File: src/rtl/game_pkg.sv
// Shared types and defaults for the dragon runner controller: FSM states,
// dragon action codes, default keycodes and the position width.
package game_pkg;

  localparam int POS_W = 10;

  typedef enum logic [1:0] {
    ST_START = 2'd0,
    ST_GAME  = 2'd1,
    ST_OVER  = 2'd2
  } game_state_t;

  typedef enum logic [2:0] {
    ACT_REST = 3'd0,
    ACT_RUN  = 3'd1,
    ACT_JUMP = 3'd2,
    ACT_DUCK = 3'd3,
    ACT_DEAD = 3'd4
  } action_t;

  localparam logic [7:0] KEY_JUMP_DEF  = 8'h20;
  localparam logic [7:0] KEY_DUCK_DEF  = 8'h26;
  localparam logic [7:0] KEY_START_DEF = 8'h0d;

  function automatic logic [15:0] sat_inc16(input logic [15:0] v);
    return (v == 16'hFFFF) ? v : v + 16'd1;
  endfunction

endpackage

File: src/rtl/obstacle_hit.sv
// Combinational overlap test of the dragon box against one obstacle slot.
// Touching edges do not count as a hit.
module obstacle_hit #(
  parameter int POS_W    = 10,
  parameter int DRAGON_X = 80,
  parameter int DRAGON_W = 10
) (
  input  logic             valid,
  input  logic [POS_W-1:0] obs_x,
  input  logic [POS_W-1:0] obs_w,
  input  logic [POS_W-1:0] obs_base,
  input  logic [POS_W-1:0] obs_h,
  input  logic [POS_W-1:0] dragon_h,
  input  logic [POS_W-1:0] cur_h,
  output logic             hit
);

  localparam int EW = POS_W + 2;
  localparam logic [EW-1:0] D_RIGHT = EW'(DRAGON_X + DRAGON_W / 2);
  localparam logic [EW-1:0] D_LEFT  = EW'(DRAGON_X - DRAGON_W / 2);

  logic [EW-1:0] half_w;
  logic [EW-1:0] x_ext;
  logic          x_ok;
  logic          y_ok;

  // X test rearranged so the obstacle's left edge never goes negative.
  assign half_w = {3'b000, obs_w[POS_W-1:1]};
  assign x_ext  = {2'b00, obs_x};
  assign x_ok   = (x_ext < D_RIGHT + half_w) && (x_ext + half_w > D_LEFT);
  assign y_ok   = ({2'b00, dragon_h} < {2'b00, obs_base} + {2'b00, obs_h}) &&
                  ({2'b00, obs_base} < {2'b00, dragon_h} + {2'b00, cur_h});
  assign hit    = valid && x_ok && y_ok;

endmodule

File: src/rtl/dragon_game_ctrl.sv
// Frame-rate game controller: START/GAME/OVER flow, charged jump physics
// with gravity and fast-fall, and collision against N_OBS obstacle slots.
module dragon_game_ctrl #(
  parameter int         POS_W        = game_pkg::POS_W,
  parameter int         N_OBS        = 4,
  parameter int         DRAGON_X     = 80,
  parameter int         DRAGON_W     = 10,
  parameter int         RUN_H        = 20,
  parameter int         DUCK_H       = 10,
  parameter int         GRAVITY      = 2,
  parameter int         DUCK_GRAVITY = 2,
  parameter int         JUMP_SHORT   = 10,
  parameter int         JUMP_LONG    = 20,
  parameter int         CHARGE_THR   = 30,
  parameter int         CHARGE_MAX   = 60,
  parameter logic [7:0] KEY_JUMP     = game_pkg::KEY_JUMP_DEF,
  parameter logic [7:0] KEY_DUCK     = game_pkg::KEY_DUCK_DEF,
  parameter logic [7:0] KEY_START    = game_pkg::KEY_START_DEF
) (
  input  logic                   frame_clk,
  input  logic                   Reset,
  input  logic [7:0]             keycode,
  input  logic [N_OBS-1:0]       obs_valid,
  input  logic [N_OBS*POS_W-1:0] obs_x,
  input  logic [N_OBS*POS_W-1:0] obs_w,
  input  logic [N_OBS*POS_W-1:0] obs_base,
  input  logic [N_OBS*POS_W-1:0] obs_h,
  output logic [1:0]             game_state,
  output logic [2:0]             action,
  output logic [POS_W-1:0]       dragon_h,
  output logic                   dead,
  output logic [15:0]            score
);
  import game_pkg::*;

  localparam int VW = POS_W + 2;
  localparam int CW = $clog2(CHARGE_MAX + 1);
  localparam logic signed [VW-1:0] V_ZERO  = '0;
  localparam logic signed [VW-1:0] V_GRAV  = VW'(GRAVITY);
  localparam logic signed [VW-1:0] V_DGRAV = VW'(DUCK_GRAVITY);
  localparam logic signed [VW-1:0] V_SHORT = VW'(JUMP_SHORT);
  localparam logic signed [VW-1:0] V_LONG  = VW'(JUMP_LONG);
  localparam logic [CW-1:0]        C_MAX   = CW'(CHARGE_MAX);
  localparam logic [CW-1:0]        C_THR   = CW'(CHARGE_THR);
  localparam logic [POS_W-1:0]     H_RUN   = POS_W'(RUN_H);
  localparam logic [POS_W-1:0]     H_DUCK  = POS_W'(DUCK_H);

  game_state_t             state_reg;
  action_t                 action_reg;
  logic [POS_W-1:0]        h_reg;
  logic signed [VW-1:0]    vel_reg;
  logic [CW-1:0]           charge_reg;
  logic [15:0]             score_reg;
  logic                    dead_reg;

  logic [N_OBS-1:0]        slot_hit;
  logic                    any_hit;
  logic [POS_W-1:0]        cur_h;

  logic                    key_jump;
  logic                    key_duck;
  logic                    grounded;
  logic signed [VW-1:0]    h_sum;
  logic                    lands;
  logic signed [VW-1:0]    vel_fall;
  logic signed [VW-1:0]    launch_vel;
  logic [CW-1:0]           charge_inc;
  action_t                 game_action;

  // Collision always uses the registered pose, so ducking must already be shown.
  assign cur_h = (action_reg == ACT_DUCK) ? H_DUCK : H_RUN;

  generate
    for (genvar gi = 0; gi < N_OBS; gi++) begin : g_slot
      obstacle_hit #(
        .POS_W    (POS_W),
        .DRAGON_X (DRAGON_X),
        .DRAGON_W (DRAGON_W)
      ) u_hit (
        .valid    (obs_valid[gi]),
        .obs_x    (obs_x[gi*POS_W +: POS_W]),
        .obs_w    (obs_w[gi*POS_W +: POS_W]),
        .obs_base (obs_base[gi*POS_W +: POS_W]),
        .obs_h    (obs_h[gi*POS_W +: POS_W]),
        .dragon_h (h_reg),
        .cur_h    (cur_h),
        .hit      (slot_hit[gi])
      );
    end
  endgenerate

  assign any_hit = |slot_hit;

  always_comb begin
    key_jump   = (keycode == KEY_JUMP);
    key_duck   = (keycode == KEY_DUCK);
    grounded   = (h_reg == '0) && (vel_reg == V_ZERO);
    h_sum      = $signed({2'b00, h_reg}) + vel_reg;
    lands      = h_sum[VW-1] || (h_sum == V_ZERO);
    vel_fall   = vel_reg - V_GRAV - (key_duck ? V_DGRAV : V_ZERO);
    launch_vel = (charge_reg < C_THR) ? V_SHORT : V_LONG;
    charge_inc = (charge_reg >= C_MAX) ? C_MAX : charge_reg + CW'(1);

    // Pose shown after this frame's physics update.
    if (grounded) begin
      if (!key_jump && charge_reg != '0) game_action = ACT_JUMP;
      else if (key_duck)                 game_action = ACT_DUCK;
      else                               game_action = ACT_RUN;
    end else if (lands) begin
      if (key_duck) game_action = ACT_DUCK;
      else          game_action = ACT_RUN;
    end else begin
      game_action = ACT_JUMP;
    end
  end

  always_ff @(posedge frame_clk) begin
    if (Reset || keycode == KEY_START) begin
      state_reg  <= ST_START;
      action_reg <= ACT_REST;
      h_reg      <= '0;
      vel_reg    <= V_ZERO;
      charge_reg <= '0;
      score_reg  <= '0;
      dead_reg   <= 1'b0;
    end else begin
      case (state_reg)
        ST_START: begin
          if (key_jump) begin
            state_reg  <= ST_GAME;
            action_reg <= ACT_RUN;
          end
        end
        ST_GAME: begin
          if (any_hit) begin
            // Freeze everything, including a landing due this frame.
            state_reg  <= ST_OVER;
            action_reg <= ACT_DEAD;
            dead_reg   <= 1'b1;
          end else begin
            score_reg  <= sat_inc16(score_reg);
            action_reg <= game_action;
            if (grounded) begin
              if (key_jump) begin
                charge_reg <= charge_inc;
              end else if (charge_reg != '0) begin
                vel_reg    <= launch_vel;
                charge_reg <= '0;
              end
            end else if (lands) begin
              h_reg   <= '0;
              vel_reg <= V_ZERO;
            end else begin
              h_reg   <= h_sum[POS_W-1:0];
              vel_reg <= vel_fall;
            end
          end
        end
        ST_OVER: begin
        end
        default: begin
          state_reg  <= ST_START;
          action_reg <= ACT_REST;
          dead_reg   <= 1'b0;
        end
      endcase
    end
  end

  assign game_state = state_reg;
  assign action     = action_reg;
  assign dragon_h   = h_reg;
  assign dead       = dead_reg;
  assign score      = score_reg;

endmodule
File: config.mk
export PLATFORM = sky130hd
export DESIGN_NAME = dragon_game_ctrl
export DESIGN_NICKNAME = d
export VERILOG_FILES = /design/src/rtl/game_pkg.sv /design/src/rtl/obstacle_hit.sv /design/src/rtl/dragon_game_ctrl.sv
export SDC_FILE = /design/constraint.sdc
export NUM_CORES = 1
export LEC_CHECK = 0
export BUFFER_PORTS_ARGS = -buffer_cell sky130_fd_sc_hd__buf_2
export CORE_MARGIN = 2
export CORE_UTILIZATION = 35
export CTS_BUF_LIST = sky130_fd_sc_hd__clkbuf_16
export CTS_CLUSTER_DIAMETER = 120
export DETAILED_ROUTE_END_ITERATION = 7
export PLACE_DENSITY_LB_ADDON = 0.3
export RECOVER_POWER = 50
export SLEW_MARGIN = 5
export SYNTH_ARGS = -nofsm -noshare
export SYNTH_HDL_FRONTEND = slang
export SYNTH_HIERARCHICAL = 1
export SYNTH_SLANG_ARGS = --single-unit
File: constraint.sdc
create_clock -name frame_clk -period 4.7 [get_ports frame_clk]
set_input_delay 0.235 -clock frame_clk [delete_from_list [all_inputs] [get_ports frame_clk]]
set_output_delay 0.235 -clock frame_clk [all_outputs]
set_load 0.005 [all_outputs]
==> impl_metrics.csv <==
group,metric,value,unit
drt,drt_pass1_iterations,5,
worst_setup_path,crit_type,"flop to flop",
worst_setup_path,reg2reg_from,"action[1]",
placed_design,numPortBuffers,201,
clock_network,clk_latency,0.29,ns
cells_and_area,largest_reg_flops,16,
global_route,top_usage_layer,"met2",
drt,num_vias,10800,
clock_network,clk_path_buf_depth,2,
global_route,antenna_found_initial,0,
drt,drt_iter0_drc,469,
pwr,powerDensity,123,nW/um^2
logic_synthesis,synth_edf_count,0,
die,initial_core_util,0.358,
logic_synthesis,syn_area,10700,sq um
timing,hold_ws,0.427,ns
clock_network,ctsHtreeMaxLevel,2,
global_route,grt_use_met3,0.0161,
run,max_cap_violations,0,
run_status,run_status,"finished with violations",
global_route,use_met1,0.230,
worst_setup_path,crit_fanout,6,
die,io_pins,206,
logic_synthesis,syn-mean-instance-area,8.20,sq um
pwr,power.total,0.00165,W
worst_setup_path,crit_start,"action[1]",
placed_design,dp_hpwl,25.0,mm
worst_setup_path,cp-start-kind,"flop",
placed_design,placed_cell_area,12800,sq um
die,num_rows,63,
die,die_h,179,microns
logic_synthesis,synth-seq-area-share,0.0918,
timing,finalCritPeriodShare,1.03,
drt,drt-total-wl,30.0,mm
logic_synthesis,synth_cell_type_count,87,
clock_network,numCtsBuffers,5,
pwr,p_leak,6.56,nW
cells_and_area,final_area,13500,sq um
timing,hold_viol,0,
run_status,failed_checks,"negative setup slack",
worst_setup_path,arrival,5.07,ns
drt,ant_nets,0,
die,core-area,29900,sq um
cells_and_area,antennaDiodeCount,0,
cells_and_area,multi_input_area,9840,sq um
clock_network,path_clk_slew,0.07,ns
worst_setup_path,r2r_cells,23,
worst_setup_path,required,4.91,ns
clock_network,cts_tree,"yes",
cells_and_area,mostFrequentLayoutCells,"ha_1, buf_2, nor2_1",
timing,worst_pin_slew,1.06,ns
global_route,groute.usage.overall,0.181,
placed_design,gp_congestion,0.871,
logic_synthesis,ys_warn_count,6,
global_route,grt_pass1_vias,10200,
drt,drc_errors,0,
min_path,hp-start,"keycode[1]",
pwr,ir_drop,0.138,mV
timing,setup_viol,29,
logic_synthesis,synth.ff_latch_count,49,
timing,rsz0062_at_grt,"true",
worst_setup_path,cp-end-kind,"flop",
timing,fin_crit,4.85,ns
cells_and_area,area_delta_synth_final,26.1,%
global_route,met2_usage,0.336,
drt,avgViaCountPerCell,5.39,
timing,fmax,206,MHz
min_path,whs_path_depth,5,
drt,wl_per_cell,15.0,microns
clock_network,cts.sinks,49,
die,die_area,31900,sq um
cells_and_area,drive_above_1_share,0.240,
cells_and_area,nets,2047,
timing,setup_ws,-0.151,ns
cells_and_area,n_fill_cell,3015,
global_route,grt_max_degree,50,
min_path,min_path_type,"input pin to flop",
logic_synthesis,netlist_instances,1303,
die,die_w,179,microns
timing,final_max_slew_viol_count,0,
global_route,grt_overflow,0,
logic_synthesis,synth_ff_type,"dfxtp_1",
timing,slew_headroom,0.293,
cells_and_area,register_area,983,sq um
clock_network,holdBufCountCts,0,
global_route,grt_pass1_wl,48.1,mm
cells_and_area,final_util,0.451,
clock_network,clockRootBuffer,"clkbuf_16",
logic_synthesis,async_flop_share,0,
timing,fin_worst_skew,0.00771,ns
cells_and_area,final_common_cell,"ha_1",
what timing repair did:
action / CTS / global route
resized for setup: 40 / 43
cloned: 0 / 1
pin swaps: 21 / 36
setup buffers: 12 / 16
endpoints found under the hold margin: 0 / 0
endpoints found under the setup margin: 43 / 46
report_power, final:
part           switching, W  leakage, nW  total, W  internal (W)
clock              0.000154       0.0672  0.000349      0.000195
sequential      0.000000223        0.395  0.000415      0.000415
combinational      0.000470         6.10  0.000886      0.000416
synthesized netlist by cell type, types with 14 or more instances:
library cell | count | area (sq um)
a211oi_1 | 25 | 188
nor2_1 | 101 | 379
xnor2_1 | 36 | 315
nand2b_1 | 23 | 144
nand2_1 | 58 | 218
o21ai_0 | 77 | 385
nor2b_1 | 20 | 125
a21oi_1 | 97 | 485
dfxtp_1 | 49 | 981
o21a_1 | 35 | 263
o211ai_1 | 19 | 143
nor4_1 | 20 | 125
nor3_1 | 33 | 165
a21o_1 | 34 | 255
a31oi_1 | 14 | 87.6
inv_1 | 58 | 218
nand3_1 | 24 | 120
ha_1 | 247 | 3090
and3_1 | 16 | 100
xor2_1 | 82 | 718
routing by layer:
layer / up-vias / wire length [microns]
li1: 5568 / -
met1: 5040 / 13500
met2: 166 / 15100
met3: 27 / 962
met4: 0 / 415
met5: - / 0
final timing paths:
check	to	slack, ns
setup / recovery	score[14]	-0.15
hold / removal	action[1]	0.43
setup reg to reg	score[14]	-0.15
hold reg to reg	charge_reg[4]	0.49
cells by family after synthesis:
family | synth area share
AO/OA/AOI/OAI | 0.273
AND/OR/NAND/NOR | 0.187
adder cells (fa/ha/maj) | 0.314
XOR/XNOR | 0.0967
buffers and inverters | 0.0252
flip-flops | 0.0918
multiplexers | 0.0124
other | 0.000351
final cells by class:
class / instances / share of cell area
sequential: 49 / 0.0730
timing repair buffer: 292 / 0.133
tap: 390 / 0.0362
inverter: 58 / 0.0164
clock inverter: 3 / 0.00139
multi-input combinational: 1207 / 0.730
clock buffer: 5 / 0.00929
critical path, stage by stage (launching register included):
cell        delay, ns
dfxtp_2          0.32
nand2_2          0.06
or2_4            0.13
clkinvlp_4       0.14
buf_6            0.16
fa_2             0.36
a211o_1          0.27
o211ai_1         0.12
nand2_1          0.12
a31oi_2          0.15
xor2_1           0.09
ha_1             0.29
o21ai_1          0.06
nand2_1          0.07
o2111ai_2        0.12
a211oi_2         0.30
nor4_4           0.09
or4_4            0.59
or3_4            0.38
a41oi_4          0.20
buf_6            0.15
nand3_4          0.12
or3_4            0.37
a21oi_2          0.12
stage by stage:
stage	setup slack (ns)	TNS [ns]	cells
after global placement	-0.368	-10.02	1970
final	-0.151	-1.99	2004
after detailed placement	-0.383	-9.98	1970
after floorplan	-0.0133	-0.0133	1326
after global routing	-0.428	-13.74	2004
after CTS	-0.159	-1.54	1989
No activity file was read; power rests on OpenSTA's default activity.
